--- config.mk ---
export PLATFORM = sky130hd
export DESIGN_NAME = jacobi_sweep_ctrl_flat
export DESIGN_NICKNAME = d
export VERILOG_FILES = /design/src/rtl/jacobi_pkg.sv /design/src/rtl/jacobi_sweep_ctrl_if.sv /design/src/rtl/jacobi_pair_gen.sv /design/src/rtl/jacobi_sweep_ctrl.sv /design/src/flat_wrapper.sv
export SDC_FILE = /design/constraint.sdc
export NUM_CORES = 1
export LEC_CHECK = 0
export ABC_CLOCK_PERIOD_IN_PS = 1610
export CORE_ASPECT_RATIO = 1.25
export CORE_MARGIN = 1.5
export CORE_UTILIZATION = 46
export DETAILED_ROUTE_END_ITERATION = 7
export PLACE_DENSITY = 0.75
export SLEW_MARGIN = 20
export SYNTH_ARGS = -nofsm -noshare
export SYNTH_HDL_FRONTEND = slang
export SYNTH_SLANG_ARGS = --single-unit
--- constraint.sdc ---
create_clock -name clk -period 1.61 [get_ports clk]
set_clock_uncertainty 0.05 [all_clocks]
set_input_delay 0.483 -clock clk [delete_from_list [all_inputs] [get_ports clk]]
set_output_delay 0.483 -clock clk [all_outputs]
set_load 0.01 [all_outputs]
--- src/rtl/jacobi_pkg.sv ---
// jacobi_pkg: shared defaults, counter width and FSM encoding for the Jacobi sweep controller
package jacobi_pkg;
   localparam int N_DEF          = 32;
   localparam int IDXW_DEF       = 5;
   localparam int MAX_SWEEPS_DEF = 16;
   localparam int SWEEP_W        = 5;
   typedef logic [2:0] state_t;
   localparam state_t S_IDLE      = 3'd0;
   localparam state_t S_ISSUE     = 3'd1;
   localparam state_t S_WAIT      = 3'd2;
   localparam state_t S_SWEEP_END = 3'd3;
   localparam state_t S_FINISH    = 3'd4;
endpackage

--- src/rtl/jacobi_sweep_ctrl_if.sv ---
// jacobi_sweep_ctrl_if: pivot handshake between sweep controller and rotation datapath
interface jacobi_sweep_ctrl_if #(parameter int IDXW = jacobi_pkg::IDXW_DEF);
   logic            piv_valid;
   logic            piv_ready;
   logic [IDXW-1:0] piv_p;
   logic [IDXW-1:0] piv_q;
   logic            rot_done;
   logic            rot_skip;
   modport master (output piv_valid, piv_p, piv_q, input piv_ready, rot_done, rot_skip);
   modport slave  (input piv_valid, piv_p, piv_q, output piv_ready, rot_done, rot_skip);
endinterface

--- src/rtl/jacobi_pair_gen.sv ---
// jacobi_pair_gen: cyclic-by-row (p,q) pivot walker over the strict upper triangle
module jacobi_pair_gen
   import jacobi_pkg::*;
#(
   parameter int N    = N_DEF,
   parameter int IDXW = IDXW_DEF
) (
   input  logic            clk,
   input  logic            reset,
   input  logic            load,
   input  logic            adv,
   output logic [IDXW-1:0] p,
   output logic [IDXW-1:0] q,
   output logic            last
);
   localparam logic [IDXW-1:0] P_LAST = IDXW'(N - 2);
   localparam logic [IDXW-1:0] Q_LAST = IDXW'(N - 1);
   assign last = (p == P_LAST) && (q == Q_LAST);
   // On the last pair an advance is a no-op; the controller leaves the sweep instead
   always_ff @(posedge clk) begin
      if (reset) begin
         p <= '0;
         q <= '0;
      end else if (load) begin
         p <= '0;
         q <= IDXW'(1);
      end else if (adv && q < Q_LAST) begin
         q <= q + IDXW'(1);
      end else if (adv && p < P_LAST) begin
         p <= p + IDXW'(1);
         q <= p + IDXW'(2);
      end
   end
endmodule

--- src/rtl/jacobi_sweep_ctrl.sv ---
// jacobi_sweep_ctrl: issues Jacobi pivot pairs sweep by sweep until all skip or the sweep limit
module jacobi_sweep_ctrl
   import jacobi_pkg::*;
#(
   parameter int N          = N_DEF,
   parameter int IDXW       = IDXW_DEF,
   parameter int MAX_SWEEPS = MAX_SWEEPS_DEF
) (
   input  logic               clk,
   input  logic               reset,
   input  logic               start,
   jacobi_sweep_ctrl_if.master pv,
   output logic [SWEEP_W-1:0] sweep_cnt,
   output logic               busy,
   output logic               done,
   output logic               converged
);
   state_t             state;
   logic               all_skip;
   logic               load;
   logic               adv;
   logic               last;
   logic [SWEEP_W-1:0] cnt_nxt;
   assign cnt_nxt = sweep_cnt + SWEEP_W'(1);
   // Reload the walker on a fresh start or when another sweep is needed
   assign load = (state == S_IDLE && start) ||
                 (state == S_SWEEP_END && !all_skip && cnt_nxt != SWEEP_W'(MAX_SWEEPS));
   assign adv          = (state == S_WAIT) && pv.rot_done;
   assign pv.piv_valid = (state == S_ISSUE);
   assign busy         = (state != S_IDLE);
   assign done         = (state == S_FINISH);
   jacobi_pair_gen #(.N(N), .IDXW(IDXW)) u_pair_gen (
      .clk   (clk),
      .reset (reset),
      .load  (load),
      .adv   (adv),
      .p     (pv.piv_p),
      .q     (pv.piv_q),
      .last  (last)
   );
   always_ff @(posedge clk) begin
      if (reset) begin
         state     <= S_IDLE;
         sweep_cnt <= '0;
         all_skip  <= 1'b1;
         converged <= 1'b0;
      end else begin
         case (state)
            S_IDLE: if (start) begin
               state     <= S_ISSUE;
               sweep_cnt <= '0;
               all_skip  <= 1'b1;
               converged <= 1'b0;
            end
            S_ISSUE: if (pv.piv_ready) state <= S_WAIT;
            S_WAIT: if (pv.rot_done) begin
               all_skip <= all_skip & pv.rot_skip;
               state    <= last ? S_SWEEP_END : S_ISSUE;
            end
            S_SWEEP_END: begin
               sweep_cnt <= cnt_nxt;
               converged <= all_skip;
               state     <= load ? S_ISSUE : S_FINISH;
               if (load) all_skip <= 1'b1;
            end
            S_FINISH: state <= S_IDLE;
            default:  state <= S_IDLE;
         endcase
      end
   end
endmodule
--- src/flat_wrapper.sv ---
// flat-port wrapper written by rule: the top's interface ports become plain ports
module jacobi_sweep_ctrl_flat import jacobi_pkg::*;
#(
   parameter int N          = N_DEF,
   parameter int IDXW       = IDXW_DEF,
   parameter int MAX_SWEEPS = MAX_SWEEPS_DEF
)
  (clk, reset, start, sweep_cnt, busy, done, converged, pv_piv_valid, pv_piv_p, pv_piv_q, pv_piv_ready, pv_rot_done, pv_rot_skip);
  jacobi_sweep_ctrl_if #(.IDXW(IDXW)) pv_i ();
  input  logic clk;
  input  logic reset;
  input  logic start;
  output logic [SWEEP_W-1:0] sweep_cnt;
  output logic busy;
  output logic done;
  output logic converged;
  output wire logic [$bits(pv_i.piv_valid)-1:0] pv_piv_valid;
  output wire logic [$bits(pv_i.piv_p)-1:0] pv_piv_p;
  output wire logic [$bits(pv_i.piv_q)-1:0] pv_piv_q;
  input wire logic [$bits(pv_i.piv_ready)-1:0] pv_piv_ready;
  input wire logic [$bits(pv_i.rot_done)-1:0] pv_rot_done;
  input wire logic [$bits(pv_i.rot_skip)-1:0] pv_rot_skip;
  assign pv_piv_valid = pv_i.piv_valid;
  assign pv_piv_p = pv_i.piv_p;
  assign pv_piv_q = pv_i.piv_q;
  assign pv_i.piv_ready = pv_piv_ready;
  assign pv_i.rot_done = pv_rot_done;
  assign pv_i.rot_skip = pv_rot_skip;
  jacobi_sweep_ctrl #(.N(N), .IDXW(IDXW), .MAX_SWEEPS(MAX_SWEEPS)) u_core (.clk(clk), .reset(reset), .start(start), .pv(pv_i), .sweep_cnt(sweep_cnt), .busy(busy), .done(done), .converged(converged));
endmodule
# After elaboration in Yosys (flattened, before gate mapping)
# Index checks and enable logic that the tools add are counted.
[totals] word_cells=63 n_memories=0 register_bits=20 ram_bits=0 latch_bits=0 in_bits=6 output_inout_bits=19 mem_bits_ro=0
[classes] n_shift=0 n_reduce_logical=20 n_eq_ne=11 n_mux=17 n_mul=0 order_cmp=2 add_sub_neg=4 n_div=0 bitwise_logic=2
[ops] op="$add 5x1->5 const B" n=3
[ops] op="$mux 5" n=3
[ops] op="$mux 3" n=4
[ops] op="$pmux 3 s4" n=1
[ops] op="$eq 5x5->1 const B" n=2
[ops] op="$lt 5x5->1 const B" n=2
[ops] op="$pmux 5 s2" n=1
[ops] op="$reduce_bool 3->1" n=3
[ops] op="$logic_and 1x1->1" n=7
[ops] op="$eq 3x2->1 const B" n=2
[ops] op="$add 5x2->5 const B" n=1
[ops] op="$mux 1" n=5
[ops] op="$ne 5x5->1 const B" n=1
[ops] op="$ne 2x1->1 const B" n=2
[ops] op="$ne 2x2->1 const B" n=2
[ops] op="$reduce_and 2->1" n=2
[ops] op="$reduce_and 4->1" n=1
[ops] op="$reduce_bool 2->1" n=2
[ops] op="$eq 3x1->1 const B" n=1
[ops] op="$eq 3x3->1 const B" n=1
[ops] op="$logic_not 3->1" n=1
[ops] op="$pmux 1 s3" n=1
[ops] op="$reduce_and 3->1" n=1
[ops] op="$mux 2" n=1
[ops] op="6 further kinds" n=6

# Longest topological paths before layout
[depth] depth_word=6 mapped_depth=7 depth_no_buf=7

# Hierarchy
# From an unflattened synthesis, not the netlist that was laid out.
[hier_totals] cells_unflattened=137 area_unflattened_um2=1176.1
[modules_own_cells] mod="jacobi_pair_gen" cells_per_inst=71 seq_area_each_um2=200.2 instances=1 area_each_um2=604.3
[modules_own_cells] mod="jacobi_sweep_ctrl" cells_per_inst=66 seq_area_each_um2=200.2 instances=1 area_each_um2=571.8

# Worst setup path before layout
# OpenSTA, ideal clock, no wires.
[synth_timing] kind="register -> register" start="reg u_core.u_pair_gen.p[1]" end="reg u_core.u_pair_gen.q[2]" slack_ps=-56 arrival_time_ps=1470 setup_time_ps=147 period_less_slack_ps=1666 path_buffers=0 required_time_ps=1413 stages_incl_launch_ff=6 cell_sequence="dfxtp_1 > ha_1 > and3_1 > or4_1 > a21oi_1 > nor4_1"
[synth_between] elab_chain_len=3 elab_cells_between_ends=6 classes_between="add/sub (1); order compare (1); mux (2); reduce/logical (2)"
[synth_lines] element="from (decl)" line="jacobi_pair_gen.sv:12" rtl="output logic [IDXW-1:0] p,"
[synth_lines] element="from (signal assigned)" line="jacobi_pair_gen.sv:30" rtl="p <= p + IDXW'(1);"
[synth_lines] element="$add 5x2->5 or $lt 5x5->1 (tied branches)" line="jacobi_pair_gen.sv:31, jacobi_pair_gen.sv:29"
[synth_lines] element="$mux 5 or $logic_and 1x1->1 (tied branches)" line="jacobi_pair_gen.sv:29" rtl="end else if (adv && p < P_LAST) begin"
[synth_lines] element="$mux 5 or $reduce_bool 2->1 (tied branches)"
[synth_lines] element="to (signal assigned)" line="jacobi_pair_gen.sv:28" rtl="q <= q + IDXW'(1);"
[synth_lines] element="to (signal assigned)" line="jacobi_pair_gen.sv:31" rtl="q <= p + IDXW'(2);"
[synth_lines] element="to (decl)" line="jacobi_pair_gen.sv:13" rtl="output logic [IDXW-1:0] q,"
# Several ways; a longest one is shown, not always the timed one. The select of a mux whose other input is x is not followed.
# A chain may end at the register's enable or synchronous reset.

# Worst setup path after layout
[layout_timing] start="reg u_core.state[0]" end="out busy"
[layout_between] elab_chain_len=1
[layout_lines] element="from (decl)" line="jacobi_sweep_ctrl.sv:18" rtl="state_t state;"
[layout_lines] element="from (signal assigned)" line="jacobi_sweep_ctrl.sv:58" rtl="state <= last ? S_SWEEP_END : S_ISSUE;"
[layout_lines] element="from (signal assigned)" line="jacobi_sweep_ctrl.sv:63" rtl="state <= load ? S_ISSUE : S_FINISH;"
[layout_lines] element="$reduce_bool 3->1" line="jacobi_sweep_ctrl.sv:30" rtl="assign busy = (state != S_IDLE);"
[layout_lines] element="to (decl)" line="flat_wrapper.sv:14" rtl="output logic busy;"
# No other way between the ends.

==> flow_results.org <==
** Worst setup path
- Class of the most critical setup path :: reg -> out
- For this run, the slowest stage of the critical path takes roughly 0.38 ns.
- Path length in cells of the critical path :: 4
- The worst register-to-register path has a depth of 5.
- Data arrival, critical path :: 1.16 ns
- Register-to-Register Setup Slack :: -0.06 ns
- Buffering stage count on the worst path with inverters included :: 3
- Of all nets on the critical path, the largest fanout is 3.
- Startpoint class of the critical path :: flop
- Source of the critical timing path :: u_core.state[0]
- Critical R2R Launch :: u_core.state[2]
- Worst reg2reg endpoint :: u_core.u_pair_gen.p[2]
- The signal on the critical path passes through buf_6 -> nor3_4 -> inv_1 -> buf_2.
- The critical path ends at busy.
- Critical path required time :: around 1.1 ns
- Grouping stages by cell kind, the critical path spends the most delay in flip-flops.
- Endpoint kind of the worst setup timing path :: output pin
- For this design, the slowest cell found on the critical path is sky130_fd_sc_hd__dfxtp_4.

** Logic synthesis
- Of all flip-flops after synthesis, the portion carrying an async set or reset was 0%.
- The synthesized design contains 20 register bits.
- After technology mapping, the gate count stands at 148.
- Number of synthesized flops with an enable pin :: 0
- Synthesized Nets :: 160
- Number of warnings printed during yosys synthesis :: 0
- A synthesized cell averages 8.80 um2.
- Summing the sequential cell areas from Yosys gives 30.7% of the chip area.
- Number of distinct library cell variants in the gate-level netlist after synthesis :: approximately 50
- Summed instance area of the synthesized netlist :: 1300 um2
- In the synthesized netlist the dominant register cell turns out to be sky130_fd_sc_hd__dfxtp_1.

** Power and ir drop
- Dividing total power by cell area gives a power density of a little under 500 nW/um2.
- Net switching is a little over a quarter of the power.
- In this run, flip-flops and latches consume 51.1% of the power.
- Net Sw Power :: 274 uW
- In this run the static leakage power is about 0.86 nW.
- Portion of total power attributed to the clock network :: ~30%
- The design draws 1.01 mW.
- Pint :: around 740 uW
- Maximum resistive drop on vdd :: around 0.58 mV
- The share of total power dissipated in combinational logic is 18.7%.

** Place
- Gpl congestion :: roughly 0.94
- Half-perimeter wire length after detailed placement :: 2.72 mm
- Counting tap cells, the placed design contains a total of about 230 instances.
- Buffers placed on the I/O ports in this run total 24.
- Once placement finished, the instance area stood at between 1500 and 2000 um2.

** Floorplan
- Measured along the y axis, the die boundary spans roughly 62 um.
- The floorplan step set the die width to 50.6 um.
- Die Footprint :: 3160 um2
- The core region is 2680 um2.
- Once the floorplan was initialized, standard cells occupied about half of the core.
- Std-Cell Rows :: 21
- During I/O placement, the number of pins put on the boundary was 25.

** STA
- Portion of the clock cycle consumed by the worst path in the final layout :: 105%
- Post-route worst setup slack :: -0.0856 ns
- Total count of max-transition violations in the final report :: 0
- Setup repair after global routing missed its margin :: true
- Actual slew at the worst max-slew pin :: 0.321 ns
- Setup violations remaining at the end of the flow were counted as 7.
- Shortest clock period the worst path allows after layout :: around 1.7 ns
- Headroom to the max-slew limit came out at 78.3%.
- For this run, the top clock speed supported by timing is a little under 0.6 GHz.
- Final-report hold violation count :: 0

** CTS
- The number of clock buffers added by TritonCTS is 3.
- H-tree levels :: 1
- Clock tree synthesis selected as its root buffer the cell sky130_fd_sc_hd__clkbuf_4.
- Clock latency on the worst-skew pair, taken at its later pin, is around 0.31 ns.
- Counting every sink on the clock net gives 20.
- Post-CTS clock slew at the launch and capture registers of the worst setup and hold paths :: between 0.1 and 0.15 ns
- Longest Clk Path Bufs :: 2
- CTS tree :: built

** Hold path
- HP Start :: u_core.converged
- The path class of the tightest hold or removal check is reg -> reg.

** Global route
- Global-route wire length before repair :: roughly 6.3 mm
- Pin count of the biggest net entering global routing :: 12
- The number of antenna violations at the first check in global routing was 0.
- The number of global-route vias before repair came to about 1400.
- Global-route usage over all layers :: between 20% and 30%
- Global routing finished with a remaining overflow of 0.

** Outcome
- The run finished, with violations left.
- Violations in the final reports :: setup timing

** Detailed routing
- Via total after detailed routing :: about 1500
- After the first detailed-routing iteration, the DRC count stood at 61.
- The pre-antenna-repair detailed-routing pass consisted of 4 iterations.
- DRC violation count after routing :: 0
- After detailed routing, the number of vias per cell comes to between 6 and 7.
- Number of nets with antenna violations after detailed routing :: 0
- Routed wire length :: 4.19 mm
- Dividing the detail-routed wire length by the instance count gives 17.2 um.

** Finish
- Of the cells placed in the final design, the portion with a size suffix greater than 1 is 48.1%.
- Final Non-Filler Cells :: between 200 and 250
- Counting the fill cells in the layout gives 205.
- Most common library cell in the layout ignoring fill and taps :: sky130_fd_sc_hd__buf_4
- With fillers left out, the area of the finished cells amounts to just over 2000 um2.
- At the end of the flow, the number of nets in the layout was 223.
- 0 antenna diodes ended up in the layout.
- Top library cells by usage in the layout, fill and taps aside :: sky130_fd_sc_hd__buf_4, sky130_fd_sc_hd__dlygate4sd2_1, sky130_fd_sc_hd__nand2_1
- Compared with the post-synthesis result, the final layout area differs by 57.8%.

** Flow run
- Number of max-cap violations :: 0
-- worst min path at each step --
stage	end	slack, ns	depth (start not counted)
6_report	u_core.converged	0.44	2
5_1_grt	u_core.sweep_cnt[4]	0.46	1
4_1_cts	u_core.converged	0.44	2
3_5_place_dp	u_core.converged	0.42	2
3_3_place_gp	u_core.converged	0.42	2
2_1_floorplan	u_core.converged	0.44	2
-- state kept, by name (all words and copies together) (netlist names) --
| signal | cells |
|---|---|
| u_core.all_skip | 1 |
| u_core.converged | 1 |
| u_core.state | 3 |
| u_core.sweep_cnt | 5 |
| u_core.u_pair_gen.p | 5 |
| u_core.u_pair_gen.q | 5 |
-- timing repair --
item | CTS | global route
endpoints found under the setup margin | 27 | 14
hold buffers | 0 | 0
gates cloned | 0 | 0
pin swaps | 11 | 13
resized for setup | 62 | 27
buffers inserted | 7 | 2
-- through the flow --
stage | setup WS, ns | utilization [%] | TNS [ns] | hold WS [ns]
after floorplan | -0.0148 | - | -0.0148 | 0.442
after global placement | -0.447 | 66.6 | -4.01 | 0.419
after detailed placement | -0.539 | 66.6 | -4.55 | 0.420
after CTS | -0.0928 | 71.7 | -0.222 | 0.437
after global routing | -0.156 | 76.7 | -0.939 | 0.461
final | -0.0856 | 76.7 | -0.288 | 0.438
-- metal layers --
layer / GRT usage [%] / wire, um / up-vias
li1: - / - / 687
met1: 28.5 / 1550 / 703
met2: 47.5 / 2230 / 81
met3: 3.11 / 235 / 22
met4: 10.8 / 172 / 0
met5: 0 / 0 / -
-- area by class of cell --
class	instances	area, um2	share of cell area (%)
inverter	5	18.8	0.913
multi-input combinational	113	978	47.6
clock buffer	4	36.3	1.77
timing repair buffer	68	546	26.5
sequential	20	434	21.1
tap	34	42.5	2.07
-- power groups by stage --
stage	Clock (mW)	Sequential, mW	Combinational, mW
floorplan	0	0.526	0.0809
global placement	0	0.529	0.158
detailed placement	0	0.529	0.162
CTS	0.312	0.513	0.166
global route	0.331	0.518	0.200
finish	0.306	0.517	0.189
-- cells in the mapped netlist, types with 2 or more instances --
| library cell | count | area share (%) |
|---|---|---|
| sky130_fd_sc_hd__inv_1 | 5 | 1.4 |
| sky130_fd_sc_hd__and3_1 | 3 | 1.4 |
| sky130_fd_sc_hd__a311oi_1 | 3 | 2.0 |
| sky130_fd_sc_hd__dfxtp_1 | 20 | 31 |
| sky130_fd_sc_hd__o21ai_0 | 9 | 3.5 |
| sky130_fd_sc_hd__nand2_1 | 11 | 3.2 |
| sky130_fd_sc_hd__nor4_1 | 3 | 1.4 |
| sky130_fd_sc_hd__buf_4 | 3 | 1.7 |
| sky130_fd_sc_hd__nand3_1 | 9 | 3.5 |
| sky130_fd_sc_hd__o311a_1 | 2 | 1.5 |
| sky130_fd_sc_hd__a21o_1 | 2 | 1.2 |
| sky130_fd_sc_hd__a31oi_1 | 6 | 2.9 |
| sky130_fd_sc_hd__a21oi_1 | 8 | 3.1 |
| sky130_fd_sc_hd__nor2_1 | 11 | 3.2 |
| sky130_fd_sc_hd__ha_1 | 6 | 5.8 |
| sky130_fd_sc_hd__nand2b_1 | 2 | 0.96 |
| sky130_fd_sc_hd__nand3b_1 | 2 | 1.2 |
| sky130_fd_sc_hd__buf_6 | 3 | 2.6 |
| sky130_fd_sc_hd__a211oi_1 | 2 | 1.2 |
| sky130_fd_sc_hd__nor3_1 | 5 | 1.9 |
| sky130_fd_sc_hd__or3_1 | 3 | 1.4 |
-- cells by family after synthesis --
| family | synth area share (%) |
|---|---|
| flops | 30.7 |
| fa+ha+maj | 5.76 |
| mux | 0.769 |
| xor+xnor | 0.673 |
| simple gates | 32.6 |
| buf+inv | 7.49 |
| compound gates | 22.0 |
-- worst register-to-register path, cell delays in order, from the launching register on --
cell and delay, ns:
sky130_fd_sc_hd__dfxtp_4 0.39, sky130_fd_sc_hd__buf_6 0.13, sky130_fd_sc_hd__and4bb_4 0.35, sky130_fd_sc_hd__nand4_4 0.11
sky130_fd_sc_hd__or3_4 0.41, sky130_fd_sc_hd__a211oi_2 0.16
No activity file was read; power rests on OpenSTA's default activity.
